File: src/rtl/mem_access_scheduler.sv
// Shares the banked RAM / SDRAM wrapper between the scalar CPU port and
// the 4-lane VPU port; one transaction in flight, VPU-first with CPU anti-starvation.
module mem_access_scheduler #(
  parameter logic [31:0] SDRAM_BASE     = 32'hC000_0000,
  parameter int          RD_LAT         = 1,
  parameter int          MAX_VPU_STREAK = 4,
  parameter int          SDRAM_TIMEOUT  = 256
) (
  input  logic        clk,
  input  logic        reset,
  input  logic        cpu_req,
  input  logic        cpu_we,
  input  logic [31:0] cpu_addr,
  input  logic [31:0] cpu_wdata,
  input  logic [3:0]  cpu_wstrb,
  output logic        cpu_ack,
  output logic        cpu_rvalid,
  output logic [31:0] cpu_rdata,
  output logic        cpu_err,
  input  logic        vpu_req,
  input  logic        vpu_we,
  input  logic [31:0] vpu_addr0,
  input  logic [31:0] vpu_addr1,
  input  logic [31:0] vpu_addr2,
  input  logic [31:0] vpu_addr3,
  input  logic [31:0] vpu_wdata0,
  input  logic [31:0] vpu_wdata1,
  input  logic [31:0] vpu_wdata2,
  input  logic [31:0] vpu_wdata3,
  output logic        vpu_ack,
  output logic        vpu_rvalid,
  output logic [31:0] vpu_rdata0,
  output logic [31:0] vpu_rdata1,
  output logic [31:0] vpu_rdata2,
  output logic [31:0] vpu_rdata3,
  output logic        mem_sel,
  output logic        mem_read,
  output logic        mem_write,
  output logic [31:0] mem_addr,
  output logic [31:0] mem_wdata,
  output logic [3:0]  mem_wstrb,
  input  logic [31:0] mem_rdata,
  input  logic        mem_waitrequest,
  input  logic        sdram_readdatavalid,
  output logic        vpu_active,
  output logic        dm_v_write,
  output logic [31:0] data_addr0,
  output logic [31:0] data_addr1,
  output logic [31:0] data_addr2,
  output logic [31:0] data_addr3,
  output logic [31:0] v_store_data_0,
  output logic [31:0] v_store_data_1,
  output logic [31:0] v_store_data_2,
  output logic [31:0] v_store_data_3,
  input  logic [31:0] v_load_data_0,
  input  logic [31:0] v_load_data_1,
  input  logic [31:0] v_load_data_2,
  input  logic [31:0] v_load_data_3
);

  localparam int SW = $clog2(MAX_VPU_STREAK + 1);
  localparam int TW = $clog2(SDRAM_TIMEOUT + 1);
  localparam logic [31:0] ERR_WORD = 32'hDEAD_BEEF;

  typedef enum logic [2:0] {
    IDLE, CPU_ISSUE, VPU_ISSUE, RD_WAIT, SD_CMD, SD_RD
  } state_e;

  state_e             state_q;
  logic [SW-1:0]      streak_q;
  logic [TW-1:0]      tcnt_q;
  logic [2:0]         rcnt_q;
  logic               own_vpu_q;
  logic               cwe_q;
  logic [31:0]        caddr_q;
  logic [31:0]        cwdata_q;
  logic [3:0]         cwstrb_q;
  logic [31:0]        crdata_q;
  logic               vwe_q;
  logic [3:0][31:0]   vaddr_q;
  logic [3:0][31:0]   vwdata_q;
  logic [3:0][31:0]   vrdata_q;

  logic [3:0][31:0]   vaddr_in;
  logic [3:0][31:0]   vwdata_in;
  logic [3:0][31:0]   vld;
  logic               in_idle;
  logic               vpu_win;
  logic               cpu_win;
  logic               rd_last;
  logic               sd_hit;
  logic               sd_tmo;
  logic               cmd_st;

  assign vaddr_in  = {vpu_addr3, vpu_addr2, vpu_addr1, vpu_addr0};
  assign vwdata_in = {vpu_wdata3, vpu_wdata2, vpu_wdata1, vpu_wdata0};
  assign vld = {v_load_data_3, v_load_data_2, v_load_data_1, v_load_data_0};

  // The CPU only overrides the VPU once the streak limit is reached.
  assign in_idle = (state_q == IDLE);
  assign vpu_win = vpu_req &&
    !(cpu_req && (streak_q == SW'(MAX_VPU_STREAK)));
  assign cpu_win = cpu_req && !vpu_win;

  assign rd_last = (state_q == RD_WAIT) &&
    (rcnt_q == 3'(RD_LAT - 1));
  assign sd_hit = (state_q == SD_RD) && sdram_readdatavalid;
  assign sd_tmo = (state_q == SD_RD) && !sdram_readdatavalid &&
    (tcnt_q == TW'(SDRAM_TIMEOUT - 1));
  assign cmd_st = (state_q == CPU_ISSUE) || (state_q == SD_CMD);

  assign cpu_ack    = !reset && in_idle && cpu_win;
  assign vpu_ack    = !reset && in_idle && vpu_win;
  assign cpu_rvalid = !reset &&
    ((rd_last && !own_vpu_q) || sd_hit || sd_tmo);
  assign cpu_err    = !reset && sd_tmo;
  assign cpu_rdata  = !cpu_rvalid ? crdata_q :
    (sd_tmo ? ERR_WORD : mem_rdata);
  assign vpu_rvalid = !reset && rd_last && own_vpu_q;

  assign vpu_rdata0 = vpu_rvalid ? vld[0] : vrdata_q[0];
  assign vpu_rdata1 = vpu_rvalid ? vld[1] : vrdata_q[1];
  assign vpu_rdata2 = vpu_rvalid ? vld[2] : vrdata_q[2];
  assign vpu_rdata3 = vpu_rvalid ? vld[3] : vrdata_q[3];

  assign mem_sel = cmd_st || (state_q == SD_RD) ||
    ((state_q == RD_WAIT) && !own_vpu_q);
  assign mem_read   = cmd_st && !cwe_q;
  assign mem_write  = cmd_st && cwe_q;
  assign mem_addr   = caddr_q;
  assign mem_wdata  = cwdata_q;
  assign mem_wstrb  = cwstrb_q;

  assign vpu_active = (state_q == VPU_ISSUE) ||
    ((state_q == RD_WAIT) && own_vpu_q);
  assign dm_v_write = (state_q == VPU_ISSUE) && vwe_q;
  assign data_addr0 = vaddr_q[0];
  assign data_addr1 = vaddr_q[1];
  assign data_addr2 = vaddr_q[2];
  assign data_addr3 = vaddr_q[3];
  assign v_store_data_0 = vwdata_q[0];
  assign v_store_data_1 = vwdata_q[1];
  assign v_store_data_2 = vwdata_q[2];
  assign v_store_data_3 = vwdata_q[3];

  always_ff @(posedge clk) begin
    if (reset) begin
      state_q   <= IDLE;
      streak_q  <= '0;
      tcnt_q    <= '0;
      rcnt_q    <= '0;
      own_vpu_q <= 1'b0;
      cwe_q     <= 1'b0;
      caddr_q   <= '0;
      cwdata_q  <= '0;
      cwstrb_q  <= '0;
      crdata_q  <= '0;
      vwe_q     <= 1'b0;
      vaddr_q   <= '0;
      vwdata_q  <= '0;
      vrdata_q  <= '0;
    end else begin
      unique case (state_q)
        IDLE: begin
          if (vpu_win) begin
            own_vpu_q <= 1'b1;
            vwe_q     <= vpu_we;
            vaddr_q   <= vaddr_in;
            vwdata_q  <= vwdata_in;
            state_q   <= VPU_ISSUE;
            if (!cpu_req)
              streak_q <= '0;
            else if (streak_q != SW'(MAX_VPU_STREAK))
              streak_q <= streak_q + 1'b1;
          end else if (cpu_win) begin
            own_vpu_q <= 1'b0;
            cwe_q     <= cpu_we;
            caddr_q   <= cpu_addr;
            cwdata_q  <= cpu_wdata;
            cwstrb_q  <= cpu_wstrb;
            streak_q  <= '0;
            state_q   <= (cpu_addr >= SDRAM_BASE) ? SD_CMD : CPU_ISSUE;
          end
        end
        CPU_ISSUE: begin
          rcnt_q  <= '0;
          state_q <= cwe_q ? IDLE : RD_WAIT;
        end
        VPU_ISSUE: begin
          rcnt_q  <= '0;
          state_q <= vwe_q ? IDLE : RD_WAIT;
        end
        RD_WAIT: begin
          if (rd_last) begin
            if (own_vpu_q) vrdata_q <= vld;
            else           crdata_q <= mem_rdata;
            state_q <= IDLE;
          end else begin
            rcnt_q <= rcnt_q + 3'd1;
          end
        end
        SD_CMD: begin
          if (!mem_waitrequest) begin
            tcnt_q  <= '0;
            state_q <= cwe_q ? IDLE : SD_RD;
          end
        end
        SD_RD: begin
          if (sd_hit) begin
            crdata_q <= mem_rdata;
            state_q  <= IDLE;
          end else if (sd_tmo) begin
            crdata_q <= ERR_WORD;
            state_q  <= IDLE;
          end else begin
            tcnt_q <= tcnt_q + 1'b1;
          end
        end
        default: state_q <= IDLE;
      endcase
    end
  end

endmodule

File: config.mk
export PLATFORM = sky130hd
export DESIGN_NAME = mem_access_scheduler
export DESIGN_NICKNAME = d
export VERILOG_FILES = /design/src/rtl/mem_access_scheduler.sv
export SDC_FILE = /design/constraint.sdc
export NUM_CORES = 1
export LEC_CHECK = 0
export CORE_AREA = 2 2 384 386
export CTS_CLUSTER_SIZE = 25
export DETAILED_ROUTE_END_ITERATION = 16
export DIE_AREA = 0 0 386 388
export RECOVER_POWER = 50
export SYNTH_ARGS = -nofsm -noshare
export SYNTH_HDL_FRONTEND = slang
export SYNTH_SLANG_ARGS = --single-unit
File: constraint.sdc
create_clock -name clk -period 3.5 [get_ports clk]
set_clock_uncertainty 0.2 [all_clocks]
set_input_delay 0.525 -clock clk [delete_from_list [all_inputs] [get_ports clk]]
set_output_delay 0.525 -clock clk [all_outputs]
set_load 0.05 [all_outputs]
### Word-level counts from Yosys, hierarchy flattened

Cells that the tools add are included.

| word-level totals | value |
|---|---|
| register bits | 505 |
| input bits | 492 |
| logic and storage cells | 127 |

| cells by class | value |
|---|---|
| add/subtract/negate cells | 3 |
| magnitude comparators | 1 |
| equality and inequality tests | 17 |
| mux-type cells | 34 |
| bitwise gates (word level) | 1 |
| reduce and logical (&&, ||, !) cells | 48 |

Operator list:

| operator | count |
|---|---|
| 32-bit two-way mux | 10 |
| 32-bit one-hot mux with 2 select lines | 1 |
| 3-bit two-way mux | 13 |
| 32-bit >= comparator, second input constant | 1 |
| 9-bit two-way mux | 3 |
| 1-bit logical AND | 20 |
| 3-bit one-hot mux with 6 select lines | 1 |
| 9-bit one-hot mux with 2 select lines | 1 |
| 2-bit != test, second input constant | 6 |
| 4-bit AND reduction | 3 |
| 9-bit by 1-bit adder with 9-bit output, second input constant | 1 |
| 3-bit == test, second input constant | 3 |
| 9-bit by 8-bit == test with 1-bit output, second input constant | 1 |
| 3-bit AND reduction | 3 |
| 2-bit nonzero test | 4 |
| 3-bit by 1-bit adder with 3-bit output, second input constant | 2 |
| 3-bit by 2-bit == test with 1-bit output, second input constant | 2 |
| 1-bit logical NOT | 6 |
| 3-bit logical NOT | 2 |
| 1-bit logical OR | 6 |
| 3-bit != test, second input constant | 2 |
| 3-bit one-hot mux with 2 select lines | 1 |
| 2-bit AND reduction | 3 |
| 2-bit two-way mux | 2 |
| other kinds (6) | 7 |

### Depth between registers and ports, before layout

| logic depth | value |
|---|---|
| depth in word-level cells | 9 |
| mapped depth | 9 |

### Worst setup path before layout

Ideal clock, no wire load.

| timing path | value |
|---|---|
| path kind | flip-flop to output port |
| start | register tcnt_q[2] |
| end | output cpu_rdata[18] |
| arrival time | 2.381 ns |
| slack | 0.394 ns |
| cell stages (with the launch flop) | 10 |
| cell sequence | dfxtp_1 and4_1 and4_1 ha_1 nor2_1 o32ai_2 nand2_2 inv_2 buf_2 o22a_1 |

| between the ends | value |
|---|---|
| word-level cells in the longest chain between the ends | 5 |
| elaborated cells between the ends (all ways) | 6 |

Ends and longest elaborated chain:

| element | line | source |
|---|---|---|
| from (decl) | 71 | `logic [TW-1:0] tcnt_q;` |
| from (signal assigned) | 216 | `tcnt_q <= tcnt_q + 1'b1;` |
| 9-bit by 8-bit == test with 1-bit output | 109 | `(tcnt_q == TW'(SDRAM_TIMEOUT - 1));` |
| 1-bit logical AND | 108 | `assign sd_tmo = (state_q == SD_RD) && !sdram_readdatavalid &&` |
| 1-bit logical OR | 115 | `((rd_last && !own_vpu_q) \|\| sd_hit \|\| sd_tmo);` |
| 1-bit logical AND | 114 | `assign cpu_rvalid = !reset &&` |
| net cpu_rvalid | 17 | `output logic cpu_rvalid,` |
| 32-bit two-way mux | 117 | `assign cpu_rdata = !cpu_rvalid ? crdata_q :` |
| to (decl) | 18 | `output logic [31:0] cpu_rdata,` |

The timed path passes the listed nets, and every way through them passes these cells.

### Worst setup path after layout

| timing path | value |
|---|---|
| start | register rcnt_q[0] |
| end | output vpu_rdata0[9] |

| between the ends | value |
|---|---|
| word-level cells in the longest chain between the ends | 5 |

Ends and longest elaborated chain:

| element | line | source |
|---|---|---|
| from (decl) | 72 | `logic [2:0] rcnt_q;` |
| from (signal assigned) | 199 | `rcnt_q <= rcnt_q + 3'd1;` |
| 3-bit logical NOT | 106 | `(rcnt_q == 3'(RD_LAT - 1));` |
| 1-bit logical AND | 105 | `assign rd_last = (state_q == RD_WAIT) &&` |
| 1-bit logical AND (2 in series) | 119 | `assign vpu_rvalid = !reset && rd_last && own_vpu_q;` |
| 32-bit two-way mux | 121 | `assign vpu_rdata0 = vpu_rvalid ? vld[0] : vrdata_q[0];` |
| to (decl) | 32 | `output logic [31:0] vpu_rdata0,` |

Every way passes these cells.

==> impl_metrics.py <==
metrics = {
    "logic_synthesis": {
        "synth_seq_cells": 505,
        "synth_xor_area_frac": 0.00446,
        "yosysSeqAreaShare": 0.514,
        "synthAdderAreaFrac": 0.00382,
        "synth-simple-area-share": 0.199,
        "post-synth-top-area-cell": "dfxtp_1",
        "synthTopCellsByArea": "dfxtp_1, nand2_1, a21oi_1",
        "ys_async_sr_fraction": 0,
        "yosysWarnings": 0,
        "synthCells": 2360,
        "synth_ff_type": "dfxtp_1",
        "yosysTopAreaCellShare": 0.514,
        "synth.area.mux_share": 0.108,
        "synth-compound-area-share": 0.130,
        "synth_cell_types": 54,
        "synth_nets": 2858,
        "postSynthAreaPerCell_sq_um": 8.33,
        "synth_top_family_by_area": "simple AND/OR/NAND/NOR gates",
        "syn_area_sq_um": 19700,
        "synth_edf_count": 0,
    },
    "finish": {
        "final_common_cell": "nand2_1",
        "finalInstanceArea_sq_um": 34200,
        "syn_to_final_growth_pct": 74.1,
        "layout_common_cells": "nand2_1, clkdlybuf4s50_1, dfxtp_1",
        "finalNetCount": 3793,
        "fillers": 15700,
        "drive_above_1_share": 0.141,
        "largest_reg_flops": 128,
        "regMostFlops": "vrdata_q",
    },
    "timing": {
        "fmax_mhz": 299,
        "hold_violations": 0,
        "rsz0062_at_grt": "no",
        "slew_headroom": 0.0642,
        "setup-violations-final": 0,
        "maxSlewViolCount": 0,
        "period_needed_ps": 3340,
        "fin_tns_setup_ps": 0,
        "finalCritPeriodShare": 0.954,
        "setup_slack_ps": 161,
        "tightest_slew_ps": 1400,
    },
    "die": {
        "chipWidth_um": 386,
        "core_sq_um": 145000,
        "initial_core_util": 0.135,
        "fp-row-count": 140,
        "die_area_sq_um": 150000,
        "ios": 986,
        "dieHeight_um": 388,
    },
    "cts": {
        "cts_tree": "done",
        "cts_buffers": 67,
        "clkSlewWorstSetupHoldPaths_ps": 60,
        "h-tree-depth": 3,
        "clock_latency_ps": 630,
        "cts_buffer_depth": 3,
        "numClockSinks": 505,
        "clockRootBuffer": "clkbuf_16",
    },
    "power_and_ir_drop": {
        "combPwrFrac": 0.366,
        "vdd_drop_max_mv": 0.437,
        "pwr-share-clk": 0.319,
        "power_density_nw_per_um2": 636,
        "switchingPower_w": 0.00858,
        "total_power_w": 0.0218,
        "p_int_w": 0.0132,
        "netSwitchingFraction": 0.394,
        "pwr-share-seq": 0.315,
        "total_leakage_power_nw": 12.8,
    },
    "place": {
        "hpwl_mm": 83.5,
        "post_dp_cell_area_sq_um": 31900,
        "preCtsSetupSlack_ps": 315,
        "place.gp.congestion": 0.891,
        "io_buffers": 985,
    },
    "routing": {
        "route.detailed.drc": 0,
        "wirelength_mm": 107,
        "firstDrtPassIters": 6,
        "via_per_inst": 3.86,
        "drtIter0Drc": 1024,
        "ant_nets": 0,
        "wl_per_cell_um": 20.2,
        "routed-via-count": 20400,
    },
    "setup_path": {
        "path_buf_inv": 4,
        "crit_slowest_cell": "mux2_2",
        "end_kind": "output pin",
        "crit_arrival_ps": 2610,
        "path_delay_family": "buffers and inverters",
        "crit_path_cell_trace": "inv_1 -> ha_1 -> nor2b_4 -> nand3_4 -> nor2_4 -> buf_12 -> clkbuf_16 -> mux2_2 -> buf_4",
        "startpoint_type": "flip-flop",
        "cpPeakStageDelay_ps": 350,
        "required_ps": 2770,
        "crit_type": "reg -> out",
        "cp_max_fo": 17,
    },
    "flow_run": {
        "maxCapViolCount": 0,
    },
    "status": {
        "outcome": "completed",
    },
    "hold_path": {
        "min_path_type": "in -> reg",
    },
    "global_routing": {
        "grt_pass1_vias": 19700,
        "antenna_found_initial": 35,
        "grt_max_degree": 151,
        "grt_usage": 0.135,
        "grt_pass1_wl_mm": 145,
        "grt_overflow": 0,
    },
}
## final cells by class
cell class,count,area [sq um],area share
timing repair buffer,1050,10600,0.309
antenna,13,32.5,0.000950
multi-input combinational,1662,8860,0.259
inverter,9,41.3,0.00121
tap,1917,2400,0.0701
clock inverter,20,262,0.00764
sequential,505,10100,0.295
clock buffer,102,1950,0.0569
## path summary, 6_finish.rpt
check                                         end                            start  slack (ps)  cells past startpoint
setup / recovery                    vpu_rdata0[9]           rcnt_q[0]$_SDFFE_PP0P_         160                      9
hold reg to reg   v_store_data_0[31]$_SDFFE_PP0P_  v_store_data_0[31]$_SDFFE_PP0P_         250                      2
setup reg to reg  v_store_data_1[21]$_SDFFE_PP0P_          state_q[2]$_SDFFE_PP0P_         280                      7
hold / removal        data_addr2[14]$_SDFFE_PP0P_                    vpu_addr2[14]         210                      3
## timing repair
item                       CTS  global route
setup endpoints to repair  109           114
hold endpoints to repair     4             0
gates resized for setup     10            14
setup buffers                0             2
pin swaps                    0             2
cloned                       1             2
hold buffers                 1             0
## synthesized netlist by cell type (all sizes together) (2+ instances only)
cell	number
nand3b	3
or3	2
a22oi	2
a31oi	2
or2	2
nor2	114
o31ai	2
inv	8
a32oi	2
ha	6
and4b	2
xor2	7
mux2	128
mux2i	69
and4	2
and3	4
nor3	56
nand3	5
buf	52
and3b	2
nand2	779
a32o	8
o2111ai	2
nand2b	2
a22o	9
nor2b	4
o21ai	5
nor3b	5
xnor2	3
dfxtp	505
clkbuf	132
o211ai	4
a21oi	393
o22a	24
## stage by stage
stage          hold slack, ps   util  std cells
2_1_floorplan             232      -       2360
3_3_place_gp              239  0.220       5137
3_5_place_dp              244  0.220       5137
4_1_cts                   129  0.236       5261
5_1_grt                   166  0.236       5267
6_report                  210  0.236       5278
## cells by family (layout without fill, tap and decap cells)
| family | after synthesis | after routing |
|---|---|---|
| xor+xnor | 10 | 10 |
| flops | 505 | 505 |
| fa+ha+maj | 6 | 6 |
| buf+inv | 193 | 1181 |
| mux | 197 | 197 |
| other cells | 0 | 13 |
| compound gates | 462 | 462 |
| simple gates | 987 | 987 |
## worst min-delay path, cell delays in order
cell,delay [ps]
clkdlybuf4s50_1,390
nand2_1,50
a21oi_1,50
## power by group through the flow
stage | logic [W] | registers (W) | clock network [W]
2_1_floorplan | 0.00254 | 0.00897 | 0
3_3_place_gp | 0.00814 | 0.00696 | 0
3_5_place_dp | 0.00816 | 0.00698 | 0
4_1_cts | 0.00820 | 0.00688 | 0.00722
5_1_grt | 0.00842 | 0.00694 | 0.00740
6_report | 0.00797 | 0.00686 | 0.00693
## per-layer routing
layer  track usage  routed length, um
met1         0.151              41000
met2         0.232              52000
met5             0                 46
met4        0.0353               2670
met3        0.0572              11100
(Power assumes the default switching activity.)
